## src/rtl/ambulance_request_queue.sv

```systemverilog
// Ambulance request front end: synchronises four detector inputs, arbitrates new
// requests round-robin into a 4-deep in-order queue and issues them as interrupts.
module ambulance_request_queue #(
    parameter int COOLDOWN = 8,
    parameter int CNT_W    = 16
) (
    input  logic             clk,
    input  logic             reset,
    input  logic [3:0]       req,
    input  logic             accept,
    output logic             valid,
    output logic [2:0]       instruction,
    output logic [3:0]       pending,
    output logic [CNT_W-1:0] issued_count,
    output logic [7:0]       drop_count
);

    localparam int CD_W = (COOLDOWN < 2) ? 1 : $clog2(COOLDOWN + 1);
    localparam logic [CD_W-1:0] CD_LOAD = CD_W'(COOLDOWN);

    logic [3:0]       s1_r;
    logic [3:0]       s2_r;
    logic [3:0]       s2_d_r;
    logic [3:0]       waiting_r;
    logic [3:0]       queued_r;
    logic [1:0]       rr_r;
    logic [1:0]       fifo_r [0:3];
    logic [1:0]       rd_ptr_r;
    logic [1:0]       wr_ptr_r;
    logic [2:0]       count_r;
    logic [CD_W-1:0]  cooldown_r;
    logic [CNT_W-1:0] issued_r;
    logic [7:0]       drop_r;

    logic [3:0] edge_s;
    logic [3:0] busy_s;
    logic [3:0] new_s;
    logic       dup_s;
    logic       pick_valid_s;
    logic [1:0] pick_idx_s;
    logic [3:0] pick_mask_s;
    logic       valid_s;
    logic       pop_s;
    logic [1:0] head_s;
    logic [3:0] pop_mask_s;

    // Edge detection and duplicate classification against pre-edge state
    always_comb begin
        edge_s = s2_r & ~s2_d_r;
        busy_s = waiting_r | queued_r;
        new_s  = edge_s & ~busy_s;
        dup_s  = |(edge_s & busy_s);
    end

    // Round-robin pick: first waiting road at or above rr, wrapping 3 -> 0
    always_comb begin
        pick_valid_s = 1'b0;
        pick_idx_s   = 2'd0;
        for (int i = 0; i < 4; i++) begin
            if (!pick_valid_s && waiting_r[rr_r + 2'(i)]) begin
                pick_valid_s = 1'b1;
                pick_idx_s   = rr_r + 2'(i);
            end else begin
                pick_valid_s = pick_valid_s;
            end
        end
        if (pick_valid_s) begin
            pick_mask_s = 4'b0001 << pick_idx_s;
        end else begin
            pick_mask_s = 4'b0000;
        end
    end

    // Head presentation and pop qualification
    always_comb begin
        head_s  = fifo_r[rd_ptr_r];
        valid_s = (count_r != 3'd0) && (cooldown_r == CD_W'(0));
        pop_s   = accept && valid_s;
        if (pop_s) begin
            pop_mask_s = 4'b0001 << head_s;
        end else begin
            pop_mask_s = 4'b0000;
        end
    end

    assign valid        = valid_s;
    assign instruction  = valid_s ? {1'b1, head_s} : 3'b000;
    assign pending      = waiting_r | queued_r;
    assign issued_count = issued_r;
    assign drop_count   = drop_r;

    // Input synchroniser and edge-history flops
    always_ff @(posedge clk or posedge reset) begin
        if (reset) begin
            s1_r   <= 4'b0000;
            s2_r   <= 4'b0000;
            s2_d_r <= 4'b0000;
        end else begin
            s1_r   <= req;
            s2_r   <= s1_r;
            s2_d_r <= s2_r;
        end
    end

    // Waiting/queued bookkeeping, arbiter pointer and drop counter
    always_ff @(posedge clk or posedge reset) begin
        if (reset) begin
            waiting_r <= 4'b0000;
            queued_r  <= 4'b0000;
            rr_r      <= 2'd0;
            drop_r    <= 8'd0;
        end else begin
            waiting_r <= (waiting_r & ~pick_mask_s) | new_s;
            // A pushed road is never the head being popped, so the masks never overlap
            queued_r  <= (queued_r & ~pop_mask_s) | pick_mask_s;
            if (pick_valid_s) begin
                rr_r <= pick_idx_s + 2'd1;
            end
            if (dup_s && (drop_r != 8'hFF)) begin
                drop_r <= drop_r + 8'd1;
            end
        end
    end

    // Queue storage; each road appears at most once, so no full check is needed
    always_ff @(posedge clk or posedge reset) begin
        if (reset) begin
            for (int i = 0; i < 4; i++) begin
                fifo_r[i] <= 2'd0;
            end
            rd_ptr_r <= 2'd0;
            wr_ptr_r <= 2'd0;
            count_r  <= 3'd0;
        end else begin
            if (pick_valid_s) begin
                fifo_r[wr_ptr_r] <= pick_idx_s;
                wr_ptr_r         <= wr_ptr_r + 2'd1;
            end
            if (pop_s) begin
                rd_ptr_r <= rd_ptr_r + 2'd1;
            end
            case ({pick_valid_s, pop_s})
                2'b10:   count_r <= count_r + 3'd1;
                2'b01:   count_r <= count_r - 3'd1;
                default: count_r <= count_r;
            endcase
        end
    end

    // Issue spacing and accepted-instruction counter
    always_ff @(posedge clk or posedge reset) begin
        if (reset) begin
            cooldown_r <= CD_W'(0);
            issued_r   <= CNT_W'(0);
        end else begin
            if (pop_s) begin
                cooldown_r <= CD_LOAD;
                issued_r   <= issued_r + CNT_W'(1);
            end else if (cooldown_r != CD_W'(0)) begin
                cooldown_r <= cooldown_r - CD_W'(1);
            end
        end
    end

endmodule

```

## config.mk

```make
export PLATFORM = sky130hd
export DESIGN_NAME = ambulance_request_queue
export DESIGN_NICKNAME = d
export VERILOG_FILES = /design/src/rtl/ambulance_request_queue.sv
export SDC_FILE = /design/constraint.sdc
export NUM_CORES = 1
export LEC_CHECK = 0
export BUFFER_PORTS_ARGS = -buffer_cell sky130_fd_sc_hd__buf_2
export CAP_MARGIN = 20
export CELL_PAD_IN_SITES_DETAIL_PLACEMENT = 1
export CELL_PAD_IN_SITES_GLOBAL_PLACEMENT = 1
export CORE_ASPECT_RATIO = 0.6
export CORE_MARGIN = 8
export CORE_UTILIZATION = 49
export DETAILED_ROUTE_END_ITERATION = 12
export PLACE_DENSITY = 0.95
export SLEW_MARGIN = 30
export SYNTH_ARGS = -nofsm -noshare
export SYNTH_HDL_FRONTEND = slang
export SYNTH_SLANG_ARGS = --single-unit
```

## constraint.sdc

```tcl
create_clock -name clk -period 4.82 [get_ports clk]
set_clock_uncertainty 0.2 [all_clocks]
set_input_delay 0.964 -clock clk [delete_from_list [all_inputs] [get_ports clk]]
set_output_delay 0.964 -clock clk [all_outputs]
set_load 0.03 [all_outputs]
```

* Yosys cells after proc, flatten, opt, wreduce, memory -nomap -nowiden
Cells that the tools add are included.
** Storage, ports and cells
- Flip-flop bits (word level) :: 65
** Operators by class
- Magnitude comparators :: 7
- Bitwise operators :: 14
- Equal/unequal tests :: 3
- Shift operators :: 2
- Multiplexer cells :: 28
- Reductions and logical operators :: 16
- $add $sub $neg :: 11
** Operator list (count)
- $and 4x4->4 :: 5
- $add 16x1->16 const B :: 1
- $mux 4 :: 4
- $not 4->4 :: 4
- $mux 2 :: 7
- $lt 2x3->1 const B :: 4
- $or 4x4->4 :: 3
- $add 2x1->2 const B :: 4
- $add 8x1->8 const B :: 1
- $bmux 1 s2 :: 4
- $bwmux 8 :: 1
- $mux 1 :: 8
- $ne 8x8->1 const B :: 1
- $shl 1x2->4 const A :: 2
- $logic_and 1x1->1 :: 7
- $ge 3x3->1 const B :: 2
- $not 2->3 :: 2
- $pmux 3 s2 :: 1
- $add 2x2->2 const B :: 2
- $bmux 2 s2 :: 1
- $demux 2 s2 :: 1
- $logic_not 4->1 :: 1
- $reduce_bool 2->1 :: 2
- $reduce_bool 4->1 :: 1
- 10 further kinds :: 12

* Logic depth before layout (Yosys ltp)
- Depth after elaboration :: 17
- Depth in mapped cells :: 11
- Mapped depth without buffers :: 11

* Worst setup path after synthesis
Ideal clock, no wire load.
- Path kind :: reg-to-output
- Start point :: register cooldown_r[0]
- End point :: output instruction[2]
- Cell stages (with the launch flop) :: 6
- Path buffers :: 1
- Setup slack :: 2.133 ns
- Data arrival time :: 1.523 ns
- Required time :: 3.656 ns
- Cell sequence :: dfrtp_1 inv_1 ha_1 nor3b_4 and2_1 buf_4
** Between the ends
- Cells in the longest elaborated chain, start to end :: 3
** Ends and longest elaborated chain
- start, declared :: RTL line 31 : logic [CD_W-1:0] cooldown_r;
- start signal, assigned :: RTL line 160 : cooldown_r <= cooldown_r - CD_W'(1);
- $logic_not 4->1 :: RTL line 77 : valid_s = (count_r != 3'd0) && (cooldown_r == CD_W'(0));
- $logic_and 1x1->1 :: RTL line 77
- via valid :: RTL line 11 : output logic valid,
- $mux 3 :: RTL line 87 : assign instruction = valid_s ? {1'b1, head_s} : 3'b000;
- end, declared :: RTL line 12 : output logic [2:0] instruction,
The timed path passes the listed nets, and every way through them passes these cells.

* Final worst setup path
- Start point :: register cooldown_r[0]
- End point :: output instruction[1]
** Between the ends
- Cells in the longest elaborated chain, start to end :: 3
** Ends and longest elaborated chain (RTL line)
- $logic_not 4->1 :: 77
- $logic_and 1x1->1 :: 77
- $mux 3 :: 87
No other way between the ends.

==> results.toml <==
[outcome]
outcome = "completed"

[synth]
synth-simple-area-share_pct = 14.34
yosysWarnings = 0
synth_mux_area_share_pct = 4.579
postSynth.asyncResetShare_pct = 100.0
synth_top_family_by_area = "simple AND/OR/NAND/NOR gates"
synth-seq-cells = 65
synth_fa_ha_area_share_pct = 6.307
syn_area_um2 = 2897
netlist_instances = 250
ys.flop_type = "dfrtp_1"
syn_area_per_cell_um2 = 11.59
synth_fp_nets = 271
synth_compound_area_share_pct = 7.171
synth-edff-count = 0
ys_types = 42
synth-xor-area-share_pct = 7.819
ys_seq_area_share_pct = 56.16

[finish]
finish.utilization_pct = 60.07
n_antenna_cell = 0
layout_common_cells = "65 x dfrtp_1, 38 x buf_2, 28 x nand2_1, 22 x inv_1, 16 x xnor2_1"
drive_gt1_share_pct = 22.04
synthToLayoutAreaGrowth_pct = 17.15
nets = 320
final_common_cell = "dfrtp_1"

[flow_run]
maxCapViolCount = 0

[clock_network]
clockBufferDepth = 2
cts.sinks = 65
cts.repair.resized = 0
clock_tree.root_cell = "clkbuf_8"
post_cts_buffers = 0
clk_latency_ns = 0.35
htreeDepth = 3
clk_pin_slew_worst_paths_ns = 0.07
hold_buffers = 0
cts_tree = "built"
numCtsBuffers = 9

[setup_path]
r2r_start = "cooldown_r[0]$_DFFE_PP0P_"
startpoint = "cooldown_r[0]$_DFFE_PP0P_"
cp.depth = 5
startpoint_type = "flip-flop"
crit_family = "simple AND/OR/NAND/NOR gates"
rr_worst_depth = 11
rr_endpoint = "count_r[2]$_DFFE_PP0P_"
worstPathRequired_ns = 3.66
critPathBufInv = 2
path_class = "flip-flop to output port"
path_cells = "inv_1, ha_1, nor3b_4, and3_1, buf_2"
cp.arrival_ns = 1.99
path_max_fanout = 8
critPathMaxStageDelay_ns = 0.42
cp_slowest_cell = "dfrtp_1"
r2r_slack_ns = 1.81
end_kind = "output port"
endpoint = "instruction[1]"

[power]
swShare_pct = 39.99
seqPwrFrac_pct = 42.6
pwr-share-clk_pct = 24.9
total_leakage_power_nw = 1.648
p_sw_w = 0.0007645
p_int_w = 0.001147
combPwrFrac_pct = 32.4
power_density_nw_per_um2 = 563.3
ir_drop_mv = 0.2872

[floorplan]
io_pins = 39
fp-row-count = 21
die_w_um = 115.3
die_h_um = 75.56
initial_core_util_pct = 51.27
core_area_um2 = 5649
dieArea_um2 = 8708

[global_routing]
grt_pass1_wl_um = 13190
grt_pass1_vias = 2392
grt_usage_pct = 20.66
grt_max_degree = 38
grt_remaining_overflow = 0
antenna_found_initial = 0

[placed_design]
dp_hpwl_um = 5663
port-buffer-count = 38
gp_congestion = 0.8377

[sta]
finalCritPeriodShare_pct = 65.45
hold_viol = 0
max_freq_mhz = 317.0
tightest_slew_ns = 0.9810
post-route-min-period_ns = 3.155
setup_viol = 0
rsz0062_at_grt = "no"
slew_headroom_pct = 34.30
fin_setup_tns_ns = 0
slew_violations = 0

[detailed_routing]
drc = 0
drt-initial-drc-count = 132
dr.pass1.iters = 5
postRouteAntennaNets = 0
wl_um = 8212
dr_total_vias = 2142
post_drt_via_cell_ratio = 5.578
wl_per_cell_um = 21.39

[hold_path]
min_path_type = "flip-flop to flip-flop"
==> state kept, by name, summed over array words and instances, names as in the netlist <==
| name | flops |
|---|---|
| s2_d_r | 4 |
| s2_r | 4 |
| rr_r | 2 |
| queued_r | 4 |
| issued_count | 16 |
| cooldown_r | 4 |
| waiting_r | 4 |
| s1_r | 4 |
| count_r | 3 |
| wr_ptr_r | 2 |
| drop_count | 8 |
| rd_ptr_r | 2 |
| fifo_r | 8 |
==> metrics by stage <==
step / power, W / setup WS [ns] / cell area, um^2 / hold WS, ns / cells
3_3_place_gp: 0.001340 / 2.159 / 3183 / 0.1359 / 367
3_5_place_dp: 0.001408 / 1.921 / 3183 / 0.1358 / 367
6_report: 0.001911 / 1.665 / 3393 / 0.1492 / 384
5_1_grt: 0.002000 / 1.579 / 3393 / 0.1686 / 384
2_1_floorplan: 0.001208 / 2.030 / 2897 / 0.1312 / 250
4_1_cts: 0.001914 / 1.677 / 3388 / 0.1529 / 383
==> cell type report <==
cell class / instances / area (um^2)
well taps: 80 / 100.1
inverters: 25 / 93.84
fillers: 618 / 2256
clock buffers: 10 / 137.6
clock inverters: 6 / 67.56
multi-input cells: 158 / 1165
repair buffers: 40 / 202.7
flip-flops and latches: 65 / 1627
==> power groups by stage <==
stage	combinational [W]	sequential (W)	clock [W]
after floorplan	0.000353	0.000854	0
after global placement	0.000544	0.000796	0
after detailed placement	0.000595	0.000813	0
after CTS	0.000621	0.000811	0.000482
after global routing	0.000669	0.000828	0.000504
final	0.000620	0.000815	0.000476
==> worst min path at each step <==
| stage | startpoint | to | depth (start not counted) |
|---|---|---|---|
| final | s1_r[2]$_DFF_PP0_ | s2_r[2]$_DFF_PP0_ | 0 |
| after global routing | s1_r[0]$_DFF_PP0_ | s2_r[0]$_DFF_PP0_ | 0 |
| after CTS | s1_r[2]$_DFF_PP0_ | s2_r[2]$_DFF_PP0_ | 0 |
| after detailed placement | s1_r[2]$_DFF_PP0_ | s2_r[2]$_DFF_PP0_ | 0 |
| after global placement | s1_r[0]$_DFF_PP0_ | s2_r[0]$_DFF_PP0_ | 0 |
| after floorplan | s1_r[0]$_DFF_PP0_ | s2_r[0]$_DFF_PP0_ | 0 |
==> layer usage <==
layer  vias up  global-route usage, %  share of wire [%]
met4         0                  11.56                3.9
met1      1104                  24.13                 42
li1        950                      -                  -
met5         -                      0                  0
met3        27                  5.934                4.4
met2        61                  34.34                 49
==> worst register-to-register path, delay by kind of cell (launching register included) <==
family / cells / cell delay [ns]
adders and majority gates: 3 / 0.82
and+or+nand+nor: 3 / 0.74
DFF: 1 / 0.42
buffers and inverters: 3 / 0.40
xor gates and xnor gates: 2 / 0.34
==> synthesized netlist by cell type, drive strengths merged (5+ instances only) <==
cell    instances  share of area [%]
a22o            5                1.5
dfrtp          65                 56
ha             13                5.6
inv            24                3.1
mux2            6                2.3
nand2          28                3.6
nand2b          6                1.3
nand3           7                1.6
nand4           7                1.7
nor2           14                1.8
o21ai          10                1.7
o22ai           6                1.3
xnor2          17                5.4
xor2            8                2.4
==> cells by family (layout without fill, tap and decap cells) <==
logic type,after synthesis,count (layout)
and+or+nand+nor,78,78
buffers and inverters,27,81
muxes,10,10
xor gates and xnor gates,25,25
AOI/OAI and AO/OA,31,31
adders and majority gates,14,14
DFF,65,65
Power figures use the tool's default switching activity.
